**config.mk**
```make
export PLATFORM = sky130hd
export DESIGN_NAME = rgb_to_ycbcr_stream
export DESIGN_NICKNAME = d
export VERILOG_FILES = /design/src/rtl/jpeg_color_pkg.sv /design/src/rtl/ycbcr_dot3.sv /design/src/rtl/rgb_to_ycbcr_stream.sv
export SDC_FILE = /design/constraint.sdc
export NUM_CORES = 1
export LEC_CHECK = 0
export ABC_CLOCK_PERIOD_IN_PS = 6610
export CAP_MARGIN = 30
export CORE_MARGIN = 2
export CORE_UTILIZATION = 31
export CTS_BUF_LIST = sky130_fd_sc_hd__clkbuf_16
export DETAILED_ROUTE_END_ITERATION = 6
export GPL_TIMING_DRIVEN = 1
export SLEW_MARGIN = 30
export SYNTH_ARGS = -nofsm -noshare
export SYNTH_HDL_FRONTEND = slang
export SYNTH_SLANG_ARGS = --single-unit
```
**constraint.sdc**
```tcl
create_clock -name clk -period 6.61 [get_ports clk]
set_clock_uncertainty 0.1 [all_clocks]
set_input_delay 1.322 -clock clk [delete_from_list [all_inputs] [get_ports clk]]
set_output_delay 1.322 -clock clk [all_outputs]
set_load 0.02 [all_outputs]
```
**src/rtl/jpeg_color_pkg.sv**
```systemverilog
// ---------------------------------------------------------------------------
// jpeg_color_pkg : range modes, Q8 colour coefficients and offsets
// Rev 1.0
// ---------------------------------------------------------------------------
`default_nettype none

package jpeg_color_pkg;

  typedef enum logic [1:0] {
    MODE_FULL   = 2'b00,
    MODE_STUDIO = 2'b01,
    MODE_BYPASS = 2'b10
  } mode_e;

  localparam int COEF_W  = 10;
  localparam int C_UNITY = 256;

  // Rows are output lanes (Y, Cb, Cr); columns are R, G, B.
  localparam int FULL_COEF [3][3] = '{'{77, 150, 29}, '{-43, -85, 128}, '{128, -107, -21}};
  localparam int STUDIO_COEF [3][3] = '{'{66, 129, 25}, '{-38, -74, 112}, '{112, -94, -18}};

  localparam int OFF_Y_STUDIO = 16;
  localparam int OFF_C        = 128;

  function automatic mode_e decode_mode(input logic [1:0] m);
    case (m)
      2'b01:   return MODE_STUDIO;
      2'b10:   return MODE_BYPASS;
      default: return MODE_FULL;
    endcase
  endfunction

  function automatic logic [COEF_W-1:0] coef_of(input mode_e m, input logic [1:0] lane,
                                                 input logic [1:0] comp);
    case (m)
      MODE_STUDIO: return COEF_W'(STUDIO_COEF[lane][comp]);
      MODE_BYPASS: return (lane == comp) ? COEF_W'(C_UNITY) : '0;
      default:     return COEF_W'(FULL_COEF[lane][comp]);
    endcase
  endfunction

  function automatic logic [2:0][COEF_W-1:0] lane_coefs(input mode_e m, input logic [1:0] lane);
    return {coef_of(m, lane, 2'd2), coef_of(m, lane, 2'd1), coef_of(m, lane, 2'd0)};
  endfunction

  // Offset in units of K = 2^(W-8).
  function automatic int lane_offset(input mode_e m, input logic [1:0] lane);
    if (m == MODE_BYPASS) return 0;
    if (lane != 2'd0)     return OFF_C;
    return (m == MODE_STUDIO) ? OFF_Y_STUDIO : 0;
  endfunction

endpackage

`default_nettype wire

```
**src/rtl/ycbcr_dot3.sv**
```systemverilog
// ---------------------------------------------------------------------------
// ycbcr_dot3 : 3-term signed dot product, registered products then sum
// Rev 1.0
// ---------------------------------------------------------------------------
`default_nettype none

module ycbcr_dot3
  import jpeg_color_pkg::*;
#(
  parameter int W  = 8,
  parameter int SW = 19
) (
  input  logic                          clk,
  input  logic                          rst_n,
  input  logic                          en,
  input  logic [2:0][W-1:0]             pix,
  input  logic [2:0][COEF_W-1:0]        coef,
  output logic signed [SW-1:0]          sum
);

  logic signed [SW-1:0] prod_q [3];
  logic signed [SW-1:0] prod_d [3];
  logic signed [SW-1:0] sum_q;
  logic signed [SW-1:0] sum_d;

  // Pixel is zero-extended, coefficient sign-extended, so the product is exact in SW bits.
  function automatic logic signed [SW-1:0] mul(input logic [W-1:0] p, input logic [COEF_W-1:0] c);
    return $signed({{(SW-W){1'b0}}, p}) * $signed({{(SW-COEF_W){c[COEF_W-1]}}, c});
  endfunction

  always_comb begin
    prod_d[0] = prod_q[0];
    prod_d[1] = prod_q[1];
    prod_d[2] = prod_q[2];
    sum_d     = sum_q;
    if (en) begin
      prod_d[0] = mul(pix[0], coef[0]);
      prod_d[1] = mul(pix[1], coef[1]);
      prod_d[2] = mul(pix[2], coef[2]);
      sum_d     = prod_q[0] + prod_q[1] + prod_q[2];
    end
  end

  always_ff @(posedge clk or negedge rst_n) begin
    if (!rst_n) begin
      prod_q[0] <= '0;
      prod_q[1] <= '0;
      prod_q[2] <= '0;
      sum_q     <= '0;
    end else begin
      prod_q[0] <= prod_d[0];
      prod_q[1] <= prod_d[1];
      prod_q[2] <= prod_d[2];
      sum_q     <= sum_d;
    end
  end

  assign sum = sum_q;

endmodule

`default_nettype wire

```
**src/rtl/rgb_to_ycbcr_stream.sv**
```systemverilog
// ---------------------------------------------------------------------------
// rgb_to_ycbcr_stream : 3-stage streaming RGB->YCbCr with per-frame range mode
// Rev 1.0
// ---------------------------------------------------------------------------
`default_nettype none

module rgb_to_ycbcr_stream #(
  parameter int W    = 8,
  parameter int FRAC = 8
) (
  input  logic         clk,
  input  logic         rst_n,
  input  logic [1:0]   cfg_mode,
  input  logic         in_valid,
  output logic         in_ready,
  input  logic [W-1:0] in_r,
  input  logic [W-1:0] in_g,
  input  logic [W-1:0] in_b,
  input  logic         in_sof,
  input  logic         in_eol,
  output logic         out_valid,
  input  logic         out_ready,
  output logic [W-1:0] out_y,
  output logic [W-1:0] out_cb,
  output logic [W-1:0] out_cr,
  output logic         out_sof,
  output logic         out_eol
);
  import jpeg_color_pkg::*;

  localparam int SW = W + FRAC + 3;
  localparam logic signed [SW-1:0] MAX_V = {{(SW-W){1'b0}}, {W{1'b1}}};

  logic              adv;
  logic              v1_q, v1_d, v2_q, v2_d, v3_q, v3_d;
  logic [2:0]        sof_q, sof_d, eol_q, eol_d;
  mode_e             mode_q, mode_d, mode_s1_q, mode_s1_d, mode_s2_q, mode_s2_d;
  mode_e             pix_mode;
  logic [2:0][W-1:0] pix;
  logic [2:0][W-1:0] res;
  logic [2:0][W-1:0] out_q, out_d;

  assign pix = {in_b, in_g, in_r};

  // A sof pixel uses the freshly sampled mode; everything else inherits the frame's mode.
  always_comb begin
    adv       = !v3_q || out_ready;
    pix_mode  = in_sof ? decode_mode(cfg_mode) : mode_q;
    mode_d    = (in_valid && adv && in_sof) ? decode_mode(cfg_mode) : mode_q;
    v1_d      = v1_q;
    v2_d      = v2_q;
    v3_d      = v3_q;
    sof_d     = sof_q;
    eol_d     = eol_q;
    mode_s1_d = mode_s1_q;
    mode_s2_d = mode_s2_q;
    out_d     = out_q;
    if (adv) begin
      v1_d      = in_valid;
      v2_d      = v1_q;
      v3_d      = v2_q;
      sof_d     = {sof_q[1:0], in_sof && in_valid};
      eol_d     = {eol_q[1:0], in_eol && in_valid};
      mode_s1_d = pix_mode;
      mode_s2_d = mode_s1_q;
      out_d     = res;
    end
  end

  for (genvar gi = 0; gi < 3; gi++) begin : g_lane
    logic [2:0][COEF_W-1:0] coef;
    logic signed [SW-1:0]   sum;
    logic signed [SW-1:0]   val;
    logic [W-1:0]           lane_res;

    assign coef = lane_coefs(pix_mode, 2'(gi));

    ycbcr_dot3 #(.W(W), .SW(SW)) u_dot (
      .clk   (clk),
      .rst_n (rst_n),
      .en    (adv),
      .pix   (pix),
      .coef  (coef),
      .sum   (sum)
    );

    always_comb begin
      val = (sum >>> FRAC) + (SW'(lane_offset(mode_s2_q, 2'(gi))) <<< (W - 8));
      if (val < 0)          lane_res = '0;
      else if (val > MAX_V) lane_res = '1;
      else                  lane_res = val[W-1:0];
    end

    assign res[gi] = lane_res;
  end

  always_ff @(posedge clk or negedge rst_n) begin
    if (!rst_n) begin
      v1_q      <= 1'b0;
      v2_q      <= 1'b0;
      v3_q      <= 1'b0;
      sof_q     <= '0;
      eol_q     <= '0;
      mode_q    <= MODE_FULL;
      mode_s1_q <= MODE_FULL;
      mode_s2_q <= MODE_FULL;
      out_q     <= '0;
    end else begin
      v1_q      <= v1_d;
      v2_q      <= v2_d;
      v3_q      <= v3_d;
      sof_q     <= sof_d;
      eol_q     <= eol_d;
      mode_q    <= mode_d;
      mode_s1_q <= mode_s1_d;
      mode_s2_q <= mode_s2_d;
      out_q     <= out_d;
    end
  end

  assign in_ready  = adv;
  assign out_valid = v3_q;
  assign out_sof   = sof_q[2];
  assign out_eol   = eol_q[2];
  assign out_y     = out_q[0];
  assign out_cb    = out_q[1];
  assign out_cr    = out_q[2];

endmodule

`default_nettype wire

```
==> results of run 1 <==
-- critical path, cell delays in order --
cell and delay, ns:
dlymetal6s2s_1 0.15, nor2b_4 0.14, mux2i_1 0.16, buf_4 0.16
inv_2 0.06, ha_4 0.21, buf_4 0.15, nand2b_4 0.15
fa_2 0.60, clkinvlp_4 0.14, buf_4 0.17, fa_1 0.48
fa_1 0.49, inv_1 0.05, fa_1 0.57, inv_1 0.08
ha_4 0.26, a21oi_1 0.12, o21ai_0 0.15, o2111a_1 0.29
o31a_1 0.28, o31a_1 0.27
-- cells in the final DEF, fill, tap and decap left out, types with 27 or more instances in the layout --
| cell | n |
|---|---|
| a21o_1 | 43 |
| and2_1 | 38 |
| o21ai_0 | 93 |
| nand2b_1 | 27 |
| dfrtp_1 | 214 |
| fa_1 | 248 |
| ha_1 | 396 |
| inv_1 | 478 |
| nor2_1 | 167 |
| a21oi_1 | 139 |
| buf_4 | 415 |
| nor2b_1 | 35 |
| xnor2_1 | 100 |
| nand2_1 | 307 |
| nand3_1 | 36 |
| xor2_1 | 55 |
| clkdlybuf4s50_1 | 55 |
-- path summary, 6_finish.rpt --
check | startpoint | end | slack, ns | depth (start not counted)
setup reg to reg | mode_q[1] | g_lane[1].u_dot.prod_q[37] | 1.17 | 20
max in group asynchronous | rst_n | g_lane[0].u_dot.prod_q[51] | 4.49 | 2
hold / removal | v2_q | v2_q | 0.36 | 2
setup / recovery | cfg_mode[1] | g_lane[1].u_dot.prod_q[37] | 0.47 | 22
hold reg to reg | v2_q | v2_q | 0.36 | 2
min in group asynchronous | rst_n | g_lane[2].u_dot.sum[16] | 0.68 | 1
-- cell type report --
type                            instances  share of cell area, %
Timing Repair Buffer                  481                   12.3
Multi-Input combinational cell       2001                   57.9
Inverter                              477                   5.78
Tap cell                             1060                   4.26
Clock buffer                           25                   2.01
Clock inverter                         19                  0.527
Sequential cell                       214                   17.2
-- kinds of logic after synthesis --
family,Yosys count,synth area share [%]
xor+xnor,157,5.44
compound gates,461,11.9
mux,12,0.510
flops,214,21.2
simple gates,716,12.9
buf+inv,557,8.28
other cells,1,0.0148
fa+ha+maj,654,39.8
-- per-stage QoR --
stage | setup WS [ns] | cell area [sq um] | setup TNS (ns) | utilization, %
detailed placement | -0.784 | 30100 | -20.30 | 37.3
global route | 0.256 | 31100 | 0 | 38.6
finish | 0.469 | 31100 | 0 | 38.6
floorplan | -0.00561 | 25300 | -0.00561 | -
CTS | -0.0110 | 30900 | -0.0110 | 38.3
global placement | -0.735 | 30100 | -17.92 | 37.3
-- Yosys cell counts, drive strengths merged, types with 11 or more instances --
library cell	count	area (sq um)
inv	476	1790
ha	401	5020
nand2	309	1160
fa	251	5020
dfrtp	214	5360
nor2	169	637
a21oi	144	736
o21ai	103	519
xnor2	101	885
clkbuf	66	248
xor2	56	490
a21o	44	332
nor2b	41	257
and2	39	244
nand3	36	180
nand2b	30	188
a211oi	26	200
nor3	26	130
o21bai	20	154
o31ai	20	150
buf	14	52.6
and3	13	81.3
o211ai	13	108
o21a	12	90.1
or2	12	75.1
or3	11	68.8
-- sequential cells by signal (all words and copies together), names as in the netlist --
| signal | flops |
|---|---|
| eol_q | 3 |
| g_lane.u_dot.prod_q | 143 |
| g_lane.u_dot.sum | 32 |
| mode_q | 2 |
| mode_s1_q | 2 |
| mode_s2_q | 2 |
| out_cb | 8 |
| out_cr | 8 |
| out_valid | 1 |
| out_y | 8 |
| sof_q | 3 |
| v1_q | 1 |
| v2_q | 1 |
-- per-layer routing --
layer  vias to the layer above  part of all wire [%]
li1                       9902                     -
met1                      9226                    47
met2                       269                    46
met3                        76                   3.6
met4                         2                   2.5
met5                         -                 0.020
-- what timing repair did --
action,CTS,global route
resized for setup,3,40
pin swaps,0,11
setup endpoints to repair,11,37
gates cloned,0,0
setup buffers,0,11
==> metrics.csv, run 1 <==
metric,value,unit
status,"complete, no violations",
grt_max_degree,180,
cp_data_required_time,6.95,ns
rsz0062_at_grt,false,
root_buffer,clkbuf_16,
area_growth,23.3,%
hpwl,53.8,mm
overflow,0,
dieArea,83800,sq um
nets,3883,
grt_pass1_vias,19779,
wl_per_cell,15.0,um
design.core.area,80500,sq um
fin_crit,6.14,ns
synthCells,2772,
path_max_fanout,5,
place_congestion,0.880,
antenna_found_initial,3,
drc,0,
ys_seq_elements,214,
n_antenna_cell,0,
synth-warning-count,0,
whs,0.363,ns
placedCellCount,4222,
htreeDepth,1,
fill_cells,8080,
die_width,289,um
cts_inserted_buffers,24,
track_usage,15.5,%
drt_first_pass_iters,5,
syn_area,25300,sq um
drv_slew,0,
globalRoute.busiestLayer,met2,
critPathLaunchType,input port,
synth_seq_area_share,21.2,%
hold_buffers,0,
vias,19475,
start_util,31.4,%
io_buffer_count,59,
synth_fp_nets,3456,
clk-insertion-delay-late,0.55,ns
final-setup-viol-count,0,
hold_violations,0,
clockBufferDepth,3,
clock-sinks,214,
die_h,289,um
grt_pass1_wl,104,mm
viasPerCell,4.55,
synth_edf_count,0,
num_rows,104,
max_slew_margin,44.9,%
drt_iter0_markers,841,
hold_class,reg2reg,
seq_area,5360,sq um
syn_avg_cell_area,9.11,sq um
max_cap_violations,0,
timing.final.crit_share,92.9,%
fmax,163,MHz
wl,64.1,mm
worstPathArrival,6.48,ns
ios,60,
grt_use_met1,21.5,%
synth_flop_cell,dfrtp_1,
path_clk_slew,0.07,ns
multi_input_comb_area,18000,sq um
drive_gt1_share,16.7,%
met3_usage,1.40,%
gr-usage-met2,26.2,%
ant_nets,0,
ys_types,82,
max_slew.worst_pin.slew,0.821,ns
fin_cells,4277,
crit_type,in2reg,
cts_tree,yes,
async_flop_share,100,%
end_kind,flop,
Power of run 1 is left out: the tool's default activity adds up to more than one toggle a clock period on the data nets, which glitch-free logic cannot reach.
==> run 2: changes to the inputs <==
--- a/config.mk
+++ b/config.mk
@@ -7,7 +7,7 @@
 export LEC_CHECK = 0
 export ABC_CLOCK_PERIOD_IN_PS = 6610
 export CAP_MARGIN = 30
-export CORE_MARGIN = 2
+export CORE_MARGIN = 1
 export CORE_UTILIZATION = 31
 export CTS_BUF_LIST = sky130_fd_sc_hd__clkbuf_16
 export DETAILED_ROUTE_END_ITERATION = 6
==> constraint.sdc (replaced) <==
create_clock -name clk -period 6.61 [get_ports clk]
set_clock_uncertainty 0.1 [all_clocks]
set_input_delay 0.9915 -clock clk [delete_from_list [all_inputs] [get_ports clk]]
set_output_delay 0.9915 -clock clk [all_outputs]
set_load 0.02 [all_outputs]
==> run 2 against run 1 <==
  * Final cell count shrank 1.4%
  * Hold slack lost 0.11 ns
  * Largest cell class unchanged
  * First-iteration DRC count up 8.0%
==> metrics.csv, run 2 (synthesis gave the netlist of run 1 again) <==
metric,value,unit,change
ios,60,,unchanged
clk-insertion-delay-late,0.54,ns,about the same
clock-sinks,214,,unchanged
cp_data_required_time,6.96,ns,about the same
viasPerCell,4.57,,+0.36%
status,"complete, no violations",,
fin_crit,6.23,ns,+0.0909 ns
track_usage,15.7,%,+0.20 points
timing.final.crit_share,94.3,%,+1.4 points
antenna_found_initial,0,,-3
wl,63.6,mm,-0.85%
hold_class,in2async,,
dpl_cell_area,29700,sq um,-1.3%
area_growth,20.7,%,
vias,19271,,-1.0%
place_ws,-0.222,ns,+0.562 ns
layout_commonest_cell,inv_1,,
cts_inserted_buffers,24,,unchanged
overflow,0,,unchanged
max_slew.worst_pin.slew,0.835,ns,+0.0141 ns
design.core.area,80500,sq um,unchanged
place_congestion,0.906,,+2.9%
grt_pass1_vias,19546,,-1.2%
nets,3822,,-1.6%
setup_slack,0.378,ns,-0.0909 ns
multi_input_comb_area,17800,sq um,-1.0%
drt_first_pass_iters,5,,unchanged
ant_nets,0,,unchanged
hpwl,53.7,mm,about the same
cts_tree,yes,,
drive_gt1_share,14.0,%,-2.7 points
die_width,287,um,-0.69%
drt_iter0_markers,908,,+8.0%
fin_area,30500,sq um,-2.1%
drv_slew,0,,unchanged
max_cap_violations,0,,unchanged
critPathLaunchType,input port,,
fill_cells,8132,,+0.64%
dieArea,82600,sq um,-1.4%
path_max_fanout,4,,-1
max_slew_margin,44.0,%,-0.94 points
crit_type,in2reg,,
path_clk_slew,0.06,ns,about the same
hold_buffers,0,,unchanged
num_rows,104,,unchanged
grt_pass1_wl,104,mm,+0.13%
regMostFlops,g_lane.u_dot.prod_q,,
htreeDepth,1,,unchanged
grt_max_degree,176,,-2.2%
io_buffer_count,59,,unchanged
drc,0,,unchanged
rsz0062_at_grt,false,,
final-setup-viol-count,0,,unchanged
fmax,160,MHz,-1.5%
mostFrequentLayoutCells,"481 x inv_1, 400 x ha_1, 355 x buf_4",,
clockBufferDepth,3,,unchanged
largest_register_ffs,143,,unchanged
start_util,31.4,%,unchanged
wl_per_cell,15.1,um,+0.56%
worstPathArrival,6.58,ns,+0.10 ns
die_h,287,um,-0.69%
root_buffer,clkbuf_16,,
end_kind,flop,,
seq_area,5360,sq um,unchanged
hold_violations,0,,unchanged
==> run 2: area by class of cell <==
class	count	area share, %
antenna	2	0.0164
clock buffer	25	2.05
clock inverter	18	0.489
inverter	477	5.89
multi-input combinational	2001	58.5
sequential	214	17.6
tap	1060	4.35
timing repair buffer	420	11.1
==> run 2: worst paths after layout <==
check | startpoint | end | slack (ns) | depth (start not counted)
max | cfg_mode[0] | g_lane[1].u_dot.prod_q[55] | 0.38 | 22
min | rst_n | g_lane[2].u_dot.sum[17] | 0.26 | 1
max reg2reg | mode_q[1] | g_lane[2].u_dot.prod_q[37] | 1.04 | 21
min reg2reg | v2_q | out_valid | 0.36 | 1
max in group asynchronous | rst_n | g_lane[0].u_dot.prod_q[33] | 4.86 | 3
min in group clk | v2_q | out_valid | 0.36 | 1
==> run 2: worst max-delay path, cell delays in order <==
cell             delay [ns]
clkdlybuf4s50_1        0.48
nor2b_1                0.19
mux2i_1                0.10
buf_4                  0.16
buf_4                  0.14
ha_1                   0.21
buf_4                  0.16
nor2b_1                0.19
fa_1                   0.56
buf_4                  0.20
fa_1                   0.56
fa_1                   0.55
inv_1                  0.05
fa_1                   0.53
inv_1                  0.04
ha_1                   0.30
and3_1                 0.19
a21oi_1                0.10
o21ai_1                0.14
o41ai_2                0.26
mux2_2                 0.37
o211ai_1               0.09
==> run 2: stage by stage <==
step | util, % | hold slack [ns] | cells | TNS (ns)
2_1_floorplan | - | 0.330 | 2772 | 0
3_3_place_gp | 36.8 | 0.347 | 4171 | -1.44
3_5_place_dp | 36.8 | 0.344 | 4171 | -3.76
4_1_cts | 37.8 | 0.246 | 4214 | 0
5_1_grt | 37.8 | 0.264 | 4215 | 0
6_report | 37.8 | 0.255 | 4217 | 0
==> run 2: what timing repair did <==
action                                 in CTS  in global routing
setup buffers                               0                  0
setup endpoints to repair                   0                  3
gates resized for setup                     0                  2
endpoints found under the hold margin       0                  0
==> run 2: metal layers <==
| layer | up-vias | GRT usage, % | part of all wire, % |
|---|---|---|---|
| met1 | 9145 | 21.8 | 48 |
| met4 | 0 | 4.34 | 2.8 |
| met2 | 264 | 26.2 | 46 |
| li1 | 9782 | - | - |
| met5 | - | 0 | 0 |
| met3 | 80 | 1.31 | 3.1 |
Power of run 2 is left out for the same reason.
==> run 3: changes to the inputs <==
--- a/config.mk
+++ b/config.mk
@@ -12,7 +12,7 @@
 export CTS_BUF_LIST = sky130_fd_sc_hd__clkbuf_16
 export DETAILED_ROUTE_END_ITERATION = 6
 export GPL_TIMING_DRIVEN = 1
-export SLEW_MARGIN = 30
+export RECOVER_POWER = 25
 export SYNTH_ARGS = -nofsm -noshare
 export SYNTH_HDL_FRONTEND = slang
 export SYNTH_SLANG_ARGS = --single-unit
==> run 3 against run 2 <==
  * The run now ends with capacitance limit, slew limit left
  * Die area stayed put
  * Setup slack worse by 0.0026 ns
  * Maximum frequency about the same
  * Clock-buffer cell count did not move
  * Highest routed layer unchanged
  * First-iteration DRC count shrank 6.4%
  * Critical endpoint unchanged
  * Utilization down 0.067 points
  * Via count increased by 0.28%
==> metrics.csv, run 3 (synthesis gave the netlist of run 1 again) <==
metric,value,unit,change
overflow,0,,unchanged
max_slew_margin,-79.3,%,-120 points
wl_met1,30.6,mm,-0.22%
hold_class,reg2reg,,
critPathSlowestCell,fa_1,,
root_buffer,clkbuf_16,,
cts_tree,yes,,
dieArea,82600,sq um,unchanged
track_usage,15.7,%,unchanged
max_cap_violations,2,,+2
end_kind,flop,,
htreeDepth,1,,unchanged
vias,19325,,+0.28%
io_buffer_count,59,,unchanged
drt_first_pass_iters,5,,unchanged
setup_tns,0,ns,unchanged
drc,0,,unchanged
final-setup-viol-count,0,,unchanged
hold_violations,0,,unchanged
wl_met2,29.0,mm,-0.23%
clockBufferDepth,3,,unchanged
die_h,287,um,unchanged
design.core.area,80500,sq um,unchanged
wl_met3,2.09,mm,+4.6%
nets,3821,,-0.026%
crit_chain,clkdlybuf4s50_1 > nor2b_1 > mux2i_1 > buf_4 > buf_4 > ha_1 > buf_4 > nor2b_1 > fa_1 > buf_4 > fa_1 > fa_1 > inv_1 > fa_1 > inv_1 > ha_1 > and3_1 > a21oi_1 > o21ai_1 > o41ai_2 > mux2_2 > o211ai_1,,
clk-insertion-delay-late,0.54,ns,about the same
slowest_delay,0.56,ns,about the same
layout_commonest_cell,inv_1,,
placedCellCount,4171,,unchanged
cp_data_required_time,6.96,ns,about the same
drive_gt1_share,14.0,%,-0.059 points
area_growth,20.5,%,
rsz0062_at_grt,false,,
wl,63.6,mm,about the same
largest_register_ffs,143,,unchanged
critPathLaunchType,input port,,
die_width,287,um,unchanged
drv_slew,217,,+217
antenna_found_initial,0,,unchanged
max_slew.worst_pin.slew,2.69,ns,+1.85 ns
post_cts_buffers,0,,unchanged
hold_buffers,0,,unchanged
fin_area,30400,sq um,-0.18%
num_rows,104,,unchanged
status,finished with violations,,
grt_pass1_vias,19546,,unchanged
grt_pass1_wl,104,mm,unchanged
start_util,31.4,%,unchanged
regMostFlops,g_lane.u_dot.prod_q,,
wl_per_cell,15.1,um,about the same
clock-sinks,214,,unchanged
fmax,160,MHz,about the same
fin_cells,4215,,-0.047%
fin_crit,6.23,ns,+0.00262 ns
worstPathArrival,6.58,ns,about the same
dpl_cell_area,29700,sq um,unchanged
crit_type,in2reg,,
timing.final.crit_share,94.3,%,about the same
drt_iter0_markers,850,,-6.4%
violations,"capacitance limit, slew limit",,
grt_max_degree,176,,unchanged
ios,60,,unchanged
hpwl,53.7,mm,unchanged
place_congestion,0.906,,unchanged
path_clk_slew,0.06,ns,about the same
top_layer,met4,,
mostFrequentLayoutCells,"481 x inv_1, 400 x ha_1, 355 x buf_4",,
cts_inserted_buffers,24,,unchanged
path_max_fanout,4,,unchanged
viasPerCell,4.58,,+0.33%
ant_nets,0,,unchanged
run 3: changes by cell type in the layout (fill, tap and decap cells not counted):
| cell | before | now |
|---|---|---|
| buf_12 | 5 | 4 |
| buf_16 | 1 | 0 |
| buf_8 | 1 | 0 |
| clkbuf_1 | 0 | 1 |
| clkbuf_4 | 0 | 1 |
| diode_2 | 2 | 1 |
run 3: critical path, delay by kind of cell:
kind | cells | cell delay, ns
AOI/OAI and AO/OA | 4 | 0.59
buffers and inverters | 7 | 1.23
adders and majority gates | 6 | 2.70
and+or+nand+nor | 3 | 0.57
muxes | 2 | 0.47
run 3: final cells by class:
class,instances,area [sq um]
Fill cell,8137,50100
Tap cell,1060,1330
Multi-Input combinational cell,2001,17800
Timing Repair Buffer,419,3340
Inverter,477,1800
Clock buffer,25,626
Sequential cell,214,5360
Antenna cell,1,2.50
Clock inverter,18,149
run 3: path summary, 6_finish.rpt:
| path | endpoint | startpoint | cells after the start | slack, ns |
|---|---|---|---|---|
| worst max-delay path | g_lane[1].u_dot.prod_q[55] | cfg_mode[0] | 22 | 0.38 |
| worst min-delay path | out_valid | v2_q | 1 | 0.36 |
| worst max register to register | g_lane[2].u_dot.prod_q[37] | mode_q[1] | 21 | 1.04 |
| worst min register to register | out_valid | v2_q | 1 | 0.36 |
| max in group asynchronous | g_lane[0].u_dot.prod_q[53] | rst_n | 2 | 1.52 |
| min in group asynchronous | g_lane[2].u_dot.sum[17] | rst_n | 1 | 1.20 |
run 3: timing repair:
action | in CTS | in global routing
endpoints found under the hold margin | 0 | 0
resized for setup | 0 | 2
setup endpoints to repair | 0 | 3
run 3: metal layers:
metal / vias to the layer above / track usage (%)
li1: 9779 / -
met1: 9160 / 21.8
met5: - / 0
met3: 86 / 1.31
met4: 0 / 4.34
met2: 300 / 26.2
run 3: through the flow:
stage	util, %	hold slack (ns)	worst slack [ns]
floorplan	-	0.330	0.0686
global placement	36.8	0.347	-0.152
detailed placement	36.8	0.344	-0.222
CTS	37.8	0.246	0.320
global route	37.8	0.390	0.0600
finish	37.8	0.357	0.376
Power of run 3 is left out for the same reason.
